--- config.mk ---
export PLATFORM = sky130hd
export DESIGN_NAME = divider_4b_seq
export DESIGN_NICKNAME = d
export VERILOG_FILES = /design/src/rtl/divider_pkg.sv /design/src/rtl/subtractor_4b.sv /design/src/rtl/divider_4b_seq.sv
export SDC_FILE = /design/constraint.sdc
export NUM_CORES = 1
export LEC_CHECK = 0
export ABC_AREA = 0
export CAP_MARGIN = 20
export CORE_ASPECT_RATIO = 0.8
export CORE_MARGIN = 2
export CORE_UTILIZATION = 55
export CTS_CLUSTER_SIZE = 8
export DETAILED_ROUTE_END_ITERATION = 16
export GPL_TIMING_DRIVEN = 1
export PLACE_DENSITY_LB_ADDON = 0.25
export SLEW_MARGIN = 30
export SYNTH_ARGS = -nofsm -noshare
export SYNTH_HDL_FRONTEND = slang
export SYNTH_SLANG_ARGS = --single-unit
--- constraint.sdc ---
create_clock -name clk -period 3.2 [get_ports clk]
set_input_delay 0.32 -clock clk [delete_from_list [all_inputs] [get_ports clk]]
set_output_delay 0.32 -clock clk [all_outputs]
set_load 0.1 [all_outputs]
--- src/rtl/divider_pkg.sv ---
// Shared types and sizing helpers for the sequential restoring divider.
package divider_pkg;

   typedef enum logic [1:0] {
      IDLE,
      RUN,
      DONE
   } state_t;

   localparam int unsigned DIV_WIDTH_DEFAULT = 4;
   localparam int unsigned DIV_CNT_WIDTH_DEFAULT = $clog2(DIV_WIDTH_DEFAULT);

   // Iteration counter width; never narrower than one bit.
   function automatic int unsigned cnt_width(input int unsigned w);
      return (w < 2) ? 1 : $clog2(w);
   endfunction

endpackage

--- src/rtl/subtractor_4b.sv ---
// Combinational A-B with borrow-out; dual of the datapath library adder.
module subtractor_4b #(
   parameter int WIDTH = 5
) (
   input  logic [WIDTH-1:0] a,
   input  logic [WIDTH-1:0] b,
   output logic [WIDTH-1:0] diff,
   output logic             borrow
);

   always_comb begin
      {borrow, diff} = {1'b0, a} - {1'b0, b};
   end

endmodule

--- src/rtl/divider_4b_seq.sv ---
// Multi-cycle unsigned restoring divider, one trial subtraction per clock.
// Optional DIVIDER_4B_SEQ_EARLY_EXIT_EN: finish in one cycle when dividend < divisor.
module divider_4b_seq
   import divider_pkg::*;
#(
   parameter int WIDTH = DIV_WIDTH_DEFAULT
) (
   input  logic             clk,
   input  logic             rst,
   input  logic             start,
   input  logic [WIDTH-1:0] dividend,
   input  logic [WIDTH-1:0] divisor,
   output logic             busy,
   output logic             done,
   output logic [WIDTH-1:0] quotient,
   output logic [WIDTH-1:0] remainder,
   output logic             div_by_zero
);

   localparam int CW = cnt_width(WIDTH);

   state_t           state;
   logic [CW-1:0]    cnt;
   logic [WIDTH-1:0] dvd_sr;
   logic [WIDTH-1:0] divisor_reg;
   logic [WIDTH-1:0] part_rem;
   logic [WIDTH-1:0] quo_sr;
   logic             dz_flag;

   // The partial remainder only needs WIDTH+1 bits at the subtractor input;
   // the stored value is always below the divisor, so WIDTH bits hold it.
   logic [WIDTH:0]   shifted;
   logic [WIDTH:0]   trial;
   logic             borrow;
   logic             unused_trial_msb;

   assign shifted          = {part_rem, dvd_sr[WIDTH-1]};
   assign unused_trial_msb = trial[WIDTH];

   subtractor_4b #(
      .WIDTH(WIDTH + 1)
   ) u_sub (
      .a      (shifted),
      .b      ({1'b0, divisor_reg}),
      .diff   (trial),
      .borrow (borrow)
   );

   // DONE lasts one cycle; results and the done pulse appear as it returns to IDLE.
   always_ff @(posedge clk or posedge rst) begin
      if (rst) begin
         state       <= IDLE;
         cnt         <= '0;
         dvd_sr      <= '0;
         divisor_reg <= '0;
         part_rem    <= '0;
         quo_sr      <= '0;
         dz_flag     <= 1'b0;
         busy        <= 1'b0;
         done        <= 1'b0;
         quotient    <= '0;
         remainder   <= '0;
         div_by_zero <= 1'b0;
      end else begin
         done <= 1'b0;
         unique case (state)
            IDLE: begin
               busy <= 1'b0;
               if (start) begin
                  busy        <= 1'b1;
                  dvd_sr      <= dividend;
                  divisor_reg <= divisor;
                  part_rem    <= '0;
                  quo_sr      <= '0;
                  dz_flag     <= 1'b0;
                  div_by_zero <= 1'b0;
                  cnt         <= CW'(WIDTH - 1);
                  if (divisor == '0) begin
                     quo_sr   <= '1;
                     part_rem <= dividend;
                     dz_flag  <= 1'b1;
                     state    <= DONE;
`ifdef DIVIDER_4B_SEQ_EARLY_EXIT_EN
                  end else if (dividend < divisor) begin
                     part_rem <= dividend;
                     state    <= DONE;
`endif
                  end else begin
                     state <= RUN;
                  end
               end
            end
            RUN: begin
               dvd_sr <= dvd_sr << 1;
               if (borrow) begin
                  part_rem <= shifted[WIDTH-1:0];
                  quo_sr   <= {quo_sr[WIDTH-2:0], 1'b0};
               end else begin
                  part_rem <= trial[WIDTH-1:0];
                  quo_sr   <= {quo_sr[WIDTH-2:0], 1'b1};
               end
               if (cnt == '0) begin
                  state <= DONE;
               end else begin
                  cnt <= cnt - 1'b1;
               end
            end
            DONE: begin
               quotient    <= quo_sr;
               remainder   <= part_rem;
               div_by_zero <= dz_flag;
               done        <= 1'b1;
               state       <= IDLE;
            end
            default: state <= IDLE;
         endcase
      end
   end

endmodule

# == Word level (Yosys, flattened, before mapping) ==
# Cells that the tools add are included.
# totals
register_bits,32
latchBits,0
mem_bits_rw,0
romBits,0
inputBits,11
output_inout_bits,11
elab_cells,51
mem_count,0
# classes
n_addsub,2
multipliers,0
div_mod_pow,0
order_cmp,0
n_eq_ne,5
n_shift,0
mux,22
bitwise_logic,0
reduce_logical,10
# ops
operator,count
4-bit 2-to-1 mux,6
4-bit case mux with 2 select lines,3
2-bit 2-to-1 mux,5
2-bit case mux with 2 select lines,2
2-bit AND reduction,4
2-bit inequality test (second input constant),3
5-bit by 4-bit subtractor with 6-bit output,1
1-bit 2-to-1 mux,5
2-bit zero test,2
4-bit zero test,1
2-bit nonzero test,2
3-bit AND reduction,1
2-bit by 1-bit == test with 1-bit output (second input constant),1
2-bit == test (second input constant),1
1-bit case mux with 2 select lines,1
2-bit by 1-bit subtractor with 2-bit output (second input constant),1

# == Logic depth before layout (Yosys ltp) ==
# depth
word_depth,4
ltp_mapped,8
mapped_depth_nobuf,8

# == Hierarchy ==
# A second synthesis with hierarchy kept.
# unflattened
hier_cells,173
hier_area_um2,1670.4
# modules_own_cells
mod,n_inst,cells_per_inst,area_each_um2,seq_area_each_um2
divider_4b_seq,1,144,1463.9,800.8
subtractor_4b,1,29,206.4,0.0

# == Worst setup path after synthesis ==
# No wires, ideal clock.
# synth_path
kind,register to register
start,register dvd_sr[3]
end,register part_rem[2]
setup_time_ps,80
t_arrival_ps,1781
required_time_ps,3120
setup_slack_ps,1340
stages_incl_launch_ff,9
path_buffers,0
path_cell_list,dfrtp_1 -> inv_1 -> ha_1 -> inv_1 -> fa_1 -> or4_1 -> a21oi_1 -> a31oi_1 -> o22ai_2
# synth_between
elab_chain_cells,3
# synth_rtl
element,line,source
"start, declared",divider_4b_seq.sv:24,logic [WIDTH-1:0] dvd_sr;
"start signal, assigned",divider_4b_seq.sv:71,dvd_sr <= dividend;
"start signal, assigned",divider_4b_seq.sv:94,dvd_sr <= dvd_sr << 1;
5-bit by 4-bit subtractor with 6-bit output,subtractor_4b.sv:12,"{borrow, diff} = {1'b0, a} - {1'b0, b};"
4-bit 2-to-1 mux,divider_4b_seq.sv:95,if (borrow) begin
4-bit case mux with 2 select lines,divider_4b_seq.sv:66,unique case (state)
"end signal, assigned",divider_4b_seq.sv:80,part_rem <= dividend;
"end signal, assigned",divider_4b_seq.sv:96,part_rem <= shifted[WIDTH-1:0];
"end signal, assigned",divider_4b_seq.sv:99,part_rem <= trial[WIDTH-1:0];
"end, declared",divider_4b_seq.sv:26,logic [WIDTH-1:0] part_rem;
# Every way passes these cells.
# A chain may end at the register's enable or synchronous reset.

# == Final worst setup path ==
# layout_path
start,register div_by_zero
end,output div_by_zero
# layout_rtl
element,line,source
"start, declared",divider_4b_seq.sv:17,output logic div_by_zero
"start signal, assigned",divider_4b_seq.sv:111,div_by_zero <= dz_flag;
# No word-level cell between the ends.

==> reports/metrics.sh <==
GATE_FAMILY_RESPONSIBLE_FOR_THE_MOST_DELAY_ALONG_THE_WORST_PATH='buffers and inverters'
POST_SYNTH_FA_HA_MAJ_AREA_FRACTION=0.0540
FF2FF_PATH_DEPTH=8
ARRIVAL_NS=1.84
MAXSLEWVIOLCOUNT=0
ENDPOINT_KIND='primary output'
FLOORPLAN.INITIALDENSITY=0.566
ROUTE.DETAILED.VIAS_PER_INST=5.63
FINAL_CELLS=199
GRT_MAX_DEGREE=33
SYNTH-SIMPLE-AREA-SHARE=0.136
CLOCK_TREE.HTREE_LEVEL_COUNT=2
MULTI_INPUT_COMB_AREA_UM2=673
CRIT_BUF_INV=1
SYNTHXORXNORAREAFRAC=0.00572
REGTOREGENDPOINT='part_rem[2]'
POST-ROUTE-PERIOD-UTIL=0.674
CLOCK_INSERTION_DELAY_WORST_SKEW_NS=0.33
FINALSETUPVIOLCOUNT=0
DIE_Y_UM=51.2
DRC_VIOLATIONS_LEFT=0
WORST_SLEW_PIN_SLEW_NS=0.966
STATUS='finished clean'
YOSYS_WARNINGS=0
N_ANTENNA_CELL=0
SYNTHTOLAYOUTAREAGROWTH_PCT=18.6
SLEW_HEADROOM=0.354
AVGROUTEDWIREPERCELL_UM=14.8
FP.DIEW_UM=63.0
FP.COREAREA_UM2=2700
PLACE.GP.CONGESTION=0.790
STD_CELL_ROWS=17
FINCLKSKEW_NS=0.00603
HP-CLASS='in -> async'
TIMING.FINAL.CRIT_PERIOD_NS=2.16
FMAXACHIEVABLE_MHz=464
FILLCELLCOUNT=214
YOSYS-MUX-AREA-FRACTION=0.0589
TRITONCTS.NUM_BUFFERS=5
POSTSYNTHNETCOUNT=153
TOTALNEGATIVESETUPSLACK_NS=0
CPMAXSTAGEDELAYCELL='clkdlybuf4s50_1'
TOTALWIRELENGTH_UM=2950
BOUNDARY_PINS=22
CRITPATHMAXSTAGEDELAY_NS=1.13
TOTAL_CONGESTION_OVERFLOW_AFTER_GLOBAL_ROUTING=0
R2R-START='dvd_sr[3]'
CTS_SINKS=32
MAX_CAP_VIOL_COUNT=0
FINISH.NET_COUNT=178
GRT.TOTAL_USAGE=0.210
ROUTED-VIA-COUNT=1121
CP_DATA_REQUIRED_TIME_NS=2.88
TIMING_WORST_SETUP_PATH_TYPE='reg -> out'
MAX-CLOCK-PATH-BUFFERS=2
CLK_TRANSITION_REPORTED_PATHS_NS=0.09
GRT_FIRST_PASS_WIRELENGTH_UM=4950
TRITONCTS='yes'
FIRST_GLOBAL_VIAS=1056
R2R_SETUP_SLK_NS=1.14
ANTENNA_LEFT=0
PORT-BUFFER-COUNT=21
SYNTH_CELL_TYPES=36
SYNTH_COMPOUND_GATE_AREA_SHARE=0.186
INITIALDRTVIOLATIONCOUNT=53
RSZ_0062_RAISED_AFTER_GLOBAL_ROUTING='no'
DIE-AREA_UM2=3220
POST_SYNTH.CELL_AREA_AVG_UM2=11.3
FINAL-SEQ-AREA_UM2=801
POSTSYNTHREGISTERBITS=32
POST_CTS_RESIZE_COUNT=0
WORSTPATHCELLLIST='clkdlybuf4s50_1'
SETUP.WORST_PATH.START_CLASS='flop'
DRT-PASS1-ITER-COUNT=4
WORST_PATH_MAX_FANOUT=2
DRIVE_ABOVE_1_SHARE=0.143
POSTCTSSETUPBUFFERS=0
DP_CELLS=192
POST_CTS_HOLD_BUFFER_COUNT=0
SYNTHCELLS=136
SYNTH_TOP_FAMILY_BY_AREA='compound AO/OA/AOI/OAI gates'
CTS_ROOT_BUF='clkbuf_4'
HOLD_VIOLATIONS=0
POST_SYNTH_INSTANCE_AREA_UM2=1530
PLACE_HPWL_UM=2220
NUMBER_OF_ANTENNA_VIOLATIONS_AT_THE_FIRST_CHECK_IN_GLOBAL_ROUTING=0
PORTION_OF_THE_POST_SYNTHESIS_AREA_USED_BY_SEQUENTIAL_ELEMENTS=0.523
## through the flow
stage	worst slack (ns)	area [µm²]	util	hold WS, ns
CTS	1.02	1820	0.672	0.371
finish	1.04	1820	0.672	0.366
global placement	1.10	1770	0.655	0.459
global route	0.981	1820	0.672	0.416
detailed placement	1.04	1770	0.655	0.463
floorplan	1.34	1530	-	0.425
## per-layer routing
layer / GRT usage / part of all wire
met1: 0.260 / 0.44
met2: 0.342 / 0.48
met3: 0.0617 / 0.062
met4: 0.104 / 0.018
met5: 0 / 0
## synth_stat cells
cell / count / area (µm²)
a211o_1: 1 / 8.76
a21o_1: 2 / 15.0
a21oi_1: 7 / 35.0
a221o_1: 4 / 40.0
a221oi_2: 2 / 30.0
a22oi_1: 2 / 15.0
a22oi_2: 2 / 25.0
a31oi_1: 3 / 18.8
and2_1: 2 / 12.5
buf_2: 3 / 15.0
buf_6: 1 / 11.3
dfrtp_1: 32 / 801
fa_1: 1 / 20.0
ha_1: 5 / 62.6
inv_1: 8 / 30.0
mux2_2: 8 / 90.1
nand2_1: 19 / 71.3
nand2b_1: 1 / 6.26
nand3b_1: 1 / 7.51
nand4_1: 1 / 6.26
nor2_1: 4 / 15.0
nor2b_1: 2 / 12.5
nor2b_2: 1 / 8.76
nor3_1: 4 / 20.0
nor3b_4: 1 / 18.8
nor4_1: 1 / 6.26
nor4b_1: 1 / 8.76
o211a_1: 1 / 10.0
o211ai_1: 1 / 7.51
o21ai_0: 8 / 40.0
o22ai_1: 1 / 6.26
o22ai_2: 2 / 25.0
o31ai_1: 1 / 7.51
or3_1: 1 / 6.26
or4_1: 1 / 7.51
xnor2_1: 1 / 8.76
## worst max path at each step
stage                 from          end  slack [ns]  depth (start not counted)
6_report       div_by_zero  div_by_zero        1.04                          1
3_5_place_dp         start  part_rem[3]        1.04                          5
4_1_cts        quotient[1]  quotient[1]        1.02                          1
5_1_grt        quotient[1]  quotient[1]        0.98                          1
2_1_floorplan    dvd_sr[3]  part_rem[2]        1.34                          8
3_3_place_gp         start  part_rem[3]        1.10                          5
## kinds of logic after synthesis
group                      count (synthesis)
and+or+nand+nor                           40
muxes                                      8
buffers and inverters                     12
xor gates and xnor gates                   1
adders and majority gates                  6
DFF                                       32
AOI/OAI and AO/OA                         37
## area by class of cell
type / instances / share of cell area
Clock inverter: 1 / 0.00276
Sequential cell: 32 / 0.441
Clock buffer: 6 / 0.0227
Multi-Input combinational cell: 92 / 0.371
Inverter: 8 / 0.0165
Timing Repair Buffer: 22 / 0.120
Tap cell: 38 / 0.0262
## placed cells by master, fill, tap and decap left out, types with 4 or more instances in the layout
cell,synthesis,routed
a21oi_1,7,7
a221o_1,4,4
clkbuf_4,0,5
clkdlybuf4s50_1,0,21
dfrtp_1,32,32
ha_1,5,5
inv_1,8,8
mux2_2,8,8
nand2_1,19,19
nor2_1,4,4
nor3_1,4,4
o21ai_0,8,8
Power is not shown: default switching activity piles up to over one toggle a cycle in this logic, so the estimate is an artifact.
